<file path="config.mk">
export PLATFORM = sky130hd
export DESIGN_NAME = fetch_sequencer
export DESIGN_NICKNAME = d
export VERILOG_FILES = /design/src/rtl/fetch_pkg.sv /design/src/rtl/fetch_sequencer.sv
export SDC_FILE = /design/constraint.sdc
export NUM_CORES = 1
export LEC_CHECK = 0
export ABC_AREA = 1
export CAP_MARGIN = 10
export CORE_ASPECT_RATIO = 2
export CORE_MARGIN = 4
export CORE_UTILIZATION = 51
export CTS_BUF_LIST = sky130_fd_sc_hd__clkbuf_4
export DETAILED_ROUTE_END_ITERATION = 6
export GPL_ROUTABILITY_DRIVEN = 0
export GPL_TIMING_DRIVEN = 0
export PLACE_DENSITY = 0.89
export SLEW_MARGIN = 20
export SYNTH_ARGS = -nofsm -noshare
export SYNTH_HDL_FRONTEND = slang
export SYNTH_SLANG_ARGS = --single-unit
</file>
<file path="constraint.sdc">
create_clock -name clk -period 7.4 [get_ports clk]
set_clock_uncertainty 0.2 [all_clocks]
set_input_delay 1.85 -clock clk [delete_from_list [all_inputs] [get_ports clk]]
set_output_delay 1.85 -clock clk [all_outputs]
set_load 0.005 [all_outputs]
</file>
<file path="src/rtl/fetch_pkg.sv">
// Shared types and constants for the instruction fetch sequencer.
package fetch_pkg;

    localparam int unsigned PC_W = 32;

    localparam logic [PC_W-1:0] TRAP_VECTOR_DEF = 32'h0000_0100;
    localparam logic [PC_W-1:0] PC_STEP_DEF     = 32'd4;

    typedef enum logic [1:0] {
        IDLE = 2'd0,
        REQ  = 2'd1,
        HOLD = 2'd2,
        TRAP = 2'd3
    } fetch_state_e;

    // Word-align a byte address
    function automatic logic [PC_W-1:0] align_pc(input logic [PC_W-1:0] x);
        return {x[PC_W-1:2], 2'b00};
    endfunction

endpackage

</file>
<file path="src/rtl/fetch_sequencer.sv">
// Fetch FSM: drives nextPC, runs the imem req/ack handshake, hands
// instructions to decode and raises a trap on fetch bus errors.
module fetch_sequencer
    import fetch_pkg::*;
#(
    parameter logic [PC_W-1:0] TRAP_VECTOR = TRAP_VECTOR_DEF,
    parameter logic [PC_W-1:0] PC_STEP     = PC_STEP_DEF
) (
    input  logic            clk,
    input  logic            reset,
    input  logic [PC_W-1:0] pc,
    output logic [PC_W-1:0] next_pc,
    output logic            imem_req,
    output logic [PC_W-1:0] imem_addr,
    input  logic            imem_ack,
    input  logic [PC_W-1:0] imem_rdata,
    input  logic            imem_err,
    output logic            out_valid,
    output logic [PC_W-1:0] out_instr,
    output logic [PC_W-1:0] out_pc,
    input  logic            out_ready,
    input  logic            redirect_valid,
    input  logic [PC_W-1:0] redirect_pc,
    output logic            trap_valid,
    output logic [PC_W-1:0] trap_pc
);

    fetch_state_e    state;
    logic            kill_q;
    logic            trap_q;
    logic [PC_W-1:0] target_q;
    logic [PC_W-1:0] target;

    assign target    = align_pc(redirect_pc);
    assign imem_addr = pc;

    // A redirect landing in the trap cycle cancels the trap report
    assign trap_valid = trap_q & ~redirect_valid;

    // Next-PC and request decode from state
    always_comb begin
        next_pc  = pc;
        imem_req = 1'b0;
        if (reset) begin
            case (state)
                IDLE, HOLD, TRAP: begin
                    if (redirect_valid) next_pc = target;
                end
                REQ: begin
                    imem_req = 1'b1;
                    if (imem_ack) begin
                        if (redirect_valid)  next_pc = target;
                        else if (kill_q)     next_pc = target_q;
                        else if (imem_err)   next_pc = TRAP_VECTOR;
                        else                 next_pc = pc + PC_STEP;
                    end
                end
                default: next_pc = pc;
            endcase
        end
    end

    // State and registered outputs
    always_ff @(posedge clk or negedge reset) begin
        if (!reset) begin
            state     <= IDLE;
            kill_q    <= 1'b0;
            target_q  <= '0;
            out_valid <= 1'b0;
            out_instr <= '0;
            out_pc    <= '0;
            trap_q    <= 1'b0;
            trap_pc   <= '0;
        end else begin
            trap_q <= 1'b0;
            case (state)
                IDLE: state <= REQ;
                REQ: begin
                    if (imem_ack) begin
                        kill_q <= 1'b0;
                        // Killed or redirected responses are dropped; PC already retargeted
                        if (!redirect_valid && !kill_q) begin
                            if (imem_err) begin
                                trap_pc <= pc;
                                trap_q  <= 1'b1;
                                state   <= TRAP;
                            end else begin
                                out_instr <= imem_rdata;
                                out_pc    <= pc;
                                out_valid <= 1'b1;
                                state     <= HOLD;
                            end
                        end
                    end else if (redirect_valid) begin
                        kill_q   <= 1'b1;
                        target_q <= target;
                    end
                end
                HOLD: begin
                    if (redirect_valid || out_ready) begin
                        out_valid <= 1'b0;
                        state     <= REQ;
                    end
                end
                TRAP: state <= REQ;
                default: state <= IDLE;
            endcase
        end
    end

endmodule

</file>
## Word-level counts from Yosys, hierarchy flattened

Cells that the tools add are included.

| cells by class | value |
|---|---|
| reductions and logical operators | 15 |
| add/sub/neg operators | 1 |
| equality and inequality tests | 7 |
| bitwise logic cells | 4 |
| mux-type cells | 25 |

Operator list:

| cell | count |
|---|---|
| $mux W32 | 6 |
| $pmux W32 S2 | 1 |
| $add A32 B3 Y32 const B | 1 |
| $mux W1 | 13 |
| $ne A2 B2 Y1 const B | 4 |
| $reduce_and A4 Y1 | 2 |
| $mux W2 | 3 |
| $pmux W2 S3 | 1 |
| $reduce_and A3 Y1 | 2 |
| $reduce_and A5 Y1 | 1 |
| $eq A2 B2 Y1 const B | 2 |
| $reduce_bool A2 Y1 | 2 |
| $not A1 Y1 | 3 |
| $reduce_or A3 Y1 | 1 |
| $eq A2 B1 Y1 const B | 1 |
| $logic_not A1 Y1 | 2 |
| $logic_not A2 Y1 | 1 |
| $pmux W1 S2 | 1 |
| $reduce_and A2 Y1 | 1 |
| $reduce_or A2 Y1 | 1 |
| $and A1 B1 Y1 | 1 |
| $logic_and A1 B1 Y1 | 1 |
| $logic_or A1 B1 Y1 | 1 |

| word-level totals | value |
|---|---|
| register bits | 131 |
| word-level logic and storage cells | 60 |
| output and inout port bits | 163 |
| input port bits | 102 |

## Depth between registers and ports, before layout

Gate-level depths: netlist of run 1.

| logic depth | value |
|---|---|
| depth after elaboration | 7 |
| gate-level depth with buffers | 13 |
| mapped depth without buffers | 13 |

## Worst setup path after synthesis of run 1

No wires, ideal clock.

| timing | value |
|---|---|
| path kind | input to output |
| start | input port pc[2] |
| end | output port next_pc[26] |
| path slack | 2.393 ns |
| required time | 5.350 ns |
| arrival time | 2.957 ns |
| stages | 13 |
| buffers on the path | 0 |
| cell sequence | ha_1 nand2_1 nor2_4 nand2_4 nor2_4 nand2_1 nand2_1 nand3_1 nand2_1 nand2_1 nand2_1 nand2_1 a21oi_2 |

| on the way | value |
|---|---|
| longest elaborated chain between the ends | 7 |

RTL lines:

| element | line | source |
|---|---|---|
| start: declaration | fetch_sequencer.sv:11 | `input logic [PC_W-1:0] pc,` |
| $add A32 B3 Y32 | fetch_sequencer.sv:55 | `else next_pc = pc + PC_STEP;` |
| $mux W32 | fetch_sequencer.sv:54 | `else if (imem_err) next_pc = TRAP_VECTOR;` |
| $mux W32 | fetch_sequencer.sv:53 | `else if (kill_q) next_pc = target_q;` |
| $mux W32 | fetch_sequencer.sv:52 | `if (redirect_valid) next_pc = target;` |
| $mux W32 | fetch_sequencer.sv:51 | `if (imem_ack) begin` |
| $pmux W32 S2 | fetch_sequencer.sv:45 | `case (state)` |
| $mux W32 | fetch_sequencer.sv:44 | `if (reset) begin` |
| end: declaration | fetch_sequencer.sv:12 | `output logic [PC_W-1:0] next_pc,` |

No other way between the ends.

## Final worst setup path of run 1

| timing | value |
|---|---|
| start | input port pc[3] |
| end | output port next_pc[24] |

The elaborated chain is that of the path after synthesis.

==> results.md, run 1 <==
- Max Used Layer: met4
- Library cells used by synthesis: 42
- Synth top area cells: dfrtp_1 (43%), nand2_1 (18%), o21ai_0 (6.3%), a21oi_1 (5.9%), mux2_2 (4.0%)
- Peak supply drop: 0.1077 mV
- Residual DRC: 0
- Area leader, netlist: dfrtp_1
- Worst slew margin: 0.5561
- Global-route wire length before repair: 43920 um
- Cell Rows: 63
- Via Count: 8660
- Post CTS Setup Buffer Count: 0
- Cell Pwr Density: 231.3 nW/um^2
- Top cells by count, synth: nand2_1 (362), dfrtp_1 (131), o21ai_0 (97)
- Setup TNS: 0 ps
- Type of origin of the critical path: primary input
- R2r startpoint: kill_q
- Worst Reg2Reg Path Length in Cells: 8
- Post-Syn Instances: 1037
- Remaining Overflow, GRT: 0
- Core area: 14820 um^2
- Sequential share of the synthesized area: 0.4270
- Antenna violations before repair: 1
- Reg-to-reg slack, setup: 5280 ps
- Max incr delay on CP: 640 ps
- Internal power: 1.680 mW
- Top cell type's share of synthesized area: 0.4270
- TritonRoute pass-1 iters: 7
- 1st-iter DRT viols: 767
- End of the worst hold path: out_instr[14]
- Stages on the worst setup path: 15
- Final std cells w/o fill: 1526
- #FFs+latches synth: 131
- Reg power frac: 0.407
- Worst path bufs/invs: 2
- Area grow syn2layout: 41.69%
- Reg2Reg Capture Point: out_pc[10]
- CTS tree: done
- Pin count of the biggest net entering global routing: 104
- Cell Chain, Critical Path: clkdlybuf4s50_1 -> ha_1 -> nand2_1 -> nor2_4 -> nand2_2 -> nor2_2 -> nand2_1 -> nand2_1 -> nand3_1 -> nand2_1 -> nand2_1 -> nand2_1 -> nand2_1 -> a21oi_1 -> clkdlybuf4s50_1
- Max FO, Critical Path: 5
- Die Width: 94.76 um
- Worst path arrival time: 4550 ps
- Logic pwr share: 0.374
- Clk Latency, worst-skew pair: 540 ps
- Hold WC Path Type: reg -> reg
- Post-route ant nets: 0
- Hold path depth: 2
- Fmax: 151.4 MHz
- Die Ht: 181.5 um
- Post-synth EDFFs: 0
- Post-route setup slack: 795.5 ps
- Tmin final: 6605 ps
- Required time of the critical path: 5350 ps
- Proportion of layout cells with a drive suffix above 1: 0.1165
- Met3 wire len: 2591 um
- CP most frequent cell: nand2_1
- Slew Viols, Final: 0
- Mean post-synth cell area: 7.403 um^2
- Clk pwr share: 0.219
- Wl on met1: 9066 um
- Net Count, Synth: 1140
- Hold_sp: out_instr[14]
- Fin crit share: 0.8925
- Port buffer count: 260
- Count leader, synth: nand2_1
- Worst Setup End Kind: primary output
- H-Tree Depth: 4
- Final Setup Violations: 0
- Hold buffers post-CTS: 0
- Met2 WL: 14610 um
- # IOs: 265
- Die area: 17200 um^2
- Ys async rst share: 1.000
- CTS Buf Count: 17
- Mapped cell area: 7677 um^2
- Top delay family on crit path: buffers and inverters
- DP Worst Slack: 874.7 ps
- Sw Ratio: 0.3322
- Slew @ Worst Pin: 664.8 ps
- Root Driver: clkbuf_4
- Leakage power: 5.029 nW
- CP Class: in -> out
- Final nets: 1420
- Most used DFF post-synth: dfrtp_1
- Vias in the first global route: 8530
- Via density: 5.675
- Synth warnings: 0
- Clk sinks: 131
- Clk slew on worst S/H paths: 110 ps
- Post_cts resized: 0
- Final Hold Viols: 0
- Cells after DPL: 1493
- CTS max path bufs: 2
- P_sw: 835.7 uW
- Status: completed
- Routed len/inst: 18.61 um
- GRT Overall Usage: 0.3320
- Starting Density: 0.5181
- Fillers: 1180
- Post-DP HPWL: 22510 um
- Critical-path top delay cell: clkdlybuf4s50_1
- Max-Cap Viols: 0
- Routed wire length: 28400 um
- RSZ-0062 raised after global routing: false
layout make-up:
type                            count  area [um^2]  area share
Inverter                           60        225.2     0.02070
Multi-Input combinational cell    758         3621      0.3329
Antenna cell                        1        2.502   0.0002300
Timing Repair Buffer              261         2635      0.2422
Clock inverter                     15        191.4     0.01760
Buffer                             88        553.0     0.05084
Tap cell                          195        244.0     0.02243
Clock buffer                       17        127.6     0.01173
Sequential cell                   131         3278      0.3014
through the flow:
stage                     hold WS, ps  cell area (um^2)    util  power [mW]
after floorplan                 253.3              7677       -       1.363
after global placement          252.1             10520  0.7101       1.930
after detailed placement        258.2             10560  0.7123       1.970
after CTS                       287.7             10880  0.7339       2.517
after global routing            310.1             10880  0.7340       2.643
final                           284.8             10880  0.7340       2.516
placed cells by master (no fill, tap or decap), types with 2 or more instances in the layout:
master and n:
nand2_1 362, clkdlybuf4s50_1 259, dfrtp_1 131, o21ai_0 97
a21oi_1 91, nor2_1 62, inv_1 54, nand3_1 42
buf_4 34, mux2_2 27, clkbuf_1 22, buf_2 18
clkbuf_4 18, o21ai_1 17, nor2_4 10, nand2_2 7
nor3_1 7, nor2_2 6, inv_2 6, inv_6 6
a21oi_2 5, buf_6 4, dlygate4sd1_1 3, buf_1 3
a211oi_1 3, o211ai_1 3, clkinvlp_4 3, bufinv_16 3
nand2_4 2, dlymetal6s2s_1 2, and2_1 2, a31oi_1 2
inv_8 2
how the worst max path moves through the flow:
stage          slack, ps           to  startpoint
2_1_floorplan       2390  next_pc[26]       pc[2]
3_3_place_gp       -3610  next_pc[23]       reset
3_5_place_dp         870  next_pc[24]       pc[3]
4_1_cts              870  next_pc[24]       pc[3]
5_1_grt              650  next_pc[24]       pc[3]
6_report             800  next_pc[24]       pc[3]
power by group through the flow:
stage	Sequential, mW	Combinational (mW)	Clock, mW
after global placement	1.03	0.904	0
after global routing	1.04	1.01	0.585
after CTS	1.02	0.939	0.557
after detailed placement	1.04	0.934	0
after floorplan	1.03	0.330	0
final	1.02	0.940	0.552
metal layers:
metal / vias to the layer above / global-route usage
li1: 3913 / -
met1: 3940 / 0.3405
met2: 623 / 0.5834
met3: 184 / 0.06965
met4: 0 / 0.2279
met5: - / 0
worst register-to-register path, delay by kind of cell, from the launching register on:
kind / cells / cell delay [ps]
buf+inv: 3 / 510
flops: 1 / 490
compound gates: 1 / 80
simple gates: 4 / 720
flip-flops by register name (all words and copies together) (netlist names):
| signal | cells |
|---|---|
| target_q | 30 |
| out_pc | 32 |
| state | 2 |
| out_valid | 1 |
| trap_pc | 32 |
| kill_q | 1 |
| out_instr | 32 |
| trap_q | 1 |
cell families (layout without fill, tap and decap cells):
family | after synthesis | in the layout | share of synthesized area
AND/OR/NAND/NOR | 504 | 504 | 0.2746
AO/OA/AOI/OAI | 225 | 225 | 0.1547
buffers and inverters | 148 | 441 | 0.1014
flip-flops | 131 | 131 | 0.4270
multiplexers | 27 | 27 | 0.03960
adder cells (fa/ha/maj) | 1 | 1 | 0.001629
XOR/XNOR | 1 | 1 | 0.001141
other | 0 | 1 | 0
(Power assumes the default switching activity.)
==> run 2, diff against run 1 <==
GPL_ROUTABILITY_DRIVEN = 1   (was 0)
==> results.md, run 2 (synthesized netlist as in run 1, its figures left out) <==
- Fmax: 152.1 MHz
- Root Driver: clkbuf_4
- Slew Viols, Final: 0
- Post CTS Setup Buffer Count: 0
- Fin crit share: 0.8883
- Met2 WL: 15190 um
- Most frequent cells in the layout: nand2_1 (362), clkdlybuf4s50_1 (259), dfrtp_1 (131)
- Pin count of the biggest net entering global routing: 103
- Routed wire length: 29270 um
- CTS max path bufs: 2
- Final nets: 1420
- 1st-iter DRT viols: 737
- Hold_sp: out_instr[9]
- TritonRoute pass-1 iters: 7
- RSZ-0062 raised after global routing: false
- Cell Pwr Density: 229.7 nW/um^2
- # IOs: 265
- Core area: 14820 um^2
- Post-route ant nets: 0
- Routed len/inst: 19.18 um
- Leakage power: 5.020 nW
- Clk sinks: 131
- Worst slew margin: 0.5710
- CTS Buf Count: 17
- Reg-to-reg slack, setup: 5230 ps
- Largest regs: out_instr (32), out_pc (32), trap_pc (32)
- Via density: 5.543
- Reg2Reg Capture Point: out_pc[10]
- Setup TNS: 0 ps
- Met3 wire len: 2182 um
- Die Width: 94.76 um
- Area grow syn2layout: 41.39%
- Required time of the critical path: 5350 ps
- CTS tree: done
- Cell Rows: 63
- Proportion of layout cells with a drive suffix above 1: 0.1165
- Placed instance area: 10560 um^2
- Peak supply drop: 0.1184 mV
- Max Used Layer: met4
- Worst Reg2Reg Path Length in Cells: 8
- Hold buffers post-CTS: 0
- Antenna violations before repair: 1
- Core Util, Final: 0.7325
- Remaining Overflow, GRT: 0
- Final Setup Violations: 0
- Via Count: 8459
- GRT Overall Usage: 0.3401
- Post-DP HPWL: 23230 um
- Die area: 17200 um^2
- RePlAce Congestion: 1.016
- Worst path arrival time: 4520 ps
- Tmin final: 6573 ps
- End of the worst hold path: out_instr[9]
- Fillers: 1187
- Hold WS: 285.5 ps
- Starting Density: 0.5181
- Register Area: 3278 um^2
- Die Ht: 181.5 um
- Total design power: 2.494 mW
- Port buffer count: 260
- Type of origin of the critical path: primary input
- Commonest non-fill, non-tap cell in the layout: nand2_1
- Clk Latency, worst-skew pair: 550 ps
- Clk slew on worst S/H paths: 120 ps
- Max FO, Critical Path: 7
- H-Tree Depth: 4
- Hold WC Path Type: reg -> reg
- Max-Cap Viols: 0
- Post_cts resized: 0
- R2r startpoint: kill_q
- Design area: 10860 um^2
- Wl on met1: 9893 um
- Slew @ Worst Pin: 643.5 ps
- Worst Setup End Kind: primary output
- Final Hold Viols: 0
- Global-route wire length before repair: 44790 um
- Status: completed
- Hold path depth: 2
- Residual DRC: 0
- Multi-input logic area: 3621 um^2
- CP Class: in -> out
- Vias in the first global route: 8561
-- run 2: changes by cell type in the layout (fill, tap and decap cells not counted) --
| cell | previous run | this run |
|---|---|---|
| bufinv_16 | 3 | 2 |
| clkinv_2 | 0 | 1 |
| inv_6 | 6 | 5 |
| inv_8 | 2 | 3 |
-- run 2: worst max-delay path by stage --
stage | start | to | cells after the start
global placement | reset | next_pc[30] | 6
floorplan | pc[2] | next_pc[26] | 13
finish | pc[3] | next_pc[26] | 15
global route | pc[3] | next_pc[24] | 15
CTS | pc[3] | next_pc[30] | 15
detailed placement | pc[3] | next_pc[24] | 15
-- run 2: per-layer routing --
layer,up-vias,GRT usage
met5,-,0
met4,0,0.2036
met3,151,0.06219
met2,499,0.6038
met1,3905,0.3628
li1,3904,-
-- run 2: critical path: stages --
cell and delay, ps:
clkdlybuf4s50_1 630, ha_1 260, nand2_1 130, nor2_4 170, nand2_4 120, nor2_4 200
nand2_1 70, nand2_1 70, nand3_1 130, nand2_1 100, nand2_1 50, nand2_1 60
nand2_1 60, a21oi_2 110, clkdlybuf4s50_1 510
-- run 2: cell type report --
cell class / instances / area share
sequential: 131 / 0.3020
antenna: 1 / 0.0002305
tap: 195 / 0.02248
buffer: 88 / 0.05095
inverter: 60 / 0.02075
multi-input combinational: 758 / 0.3336
clock inverter: 15 / 0.01556
timing repair buffer: 261 / 0.2427
clock buffer: 17 / 0.01176
-- run 2: report_power, final --
group | internal (mW) | leakage [nW] | total [mW] | switching, mW
logic | 0.527 | 3.25 | 0.943 | 0.416
clock network | 0.210 | 0.153 | 0.524 | 0.314
registers | 0.909 | 1.62 | 1.03 | 0.118
-- run 2: metrics by stage --
step,cells,setup WS (ps)
2_1_floorplan,1037,2393
3_3_place_gp,1492,-3673
3_5_place_dp,1493,881.1
4_1_cts,1525,859.2
5_1_grt,1526,638.3
6_report,1526,826.9
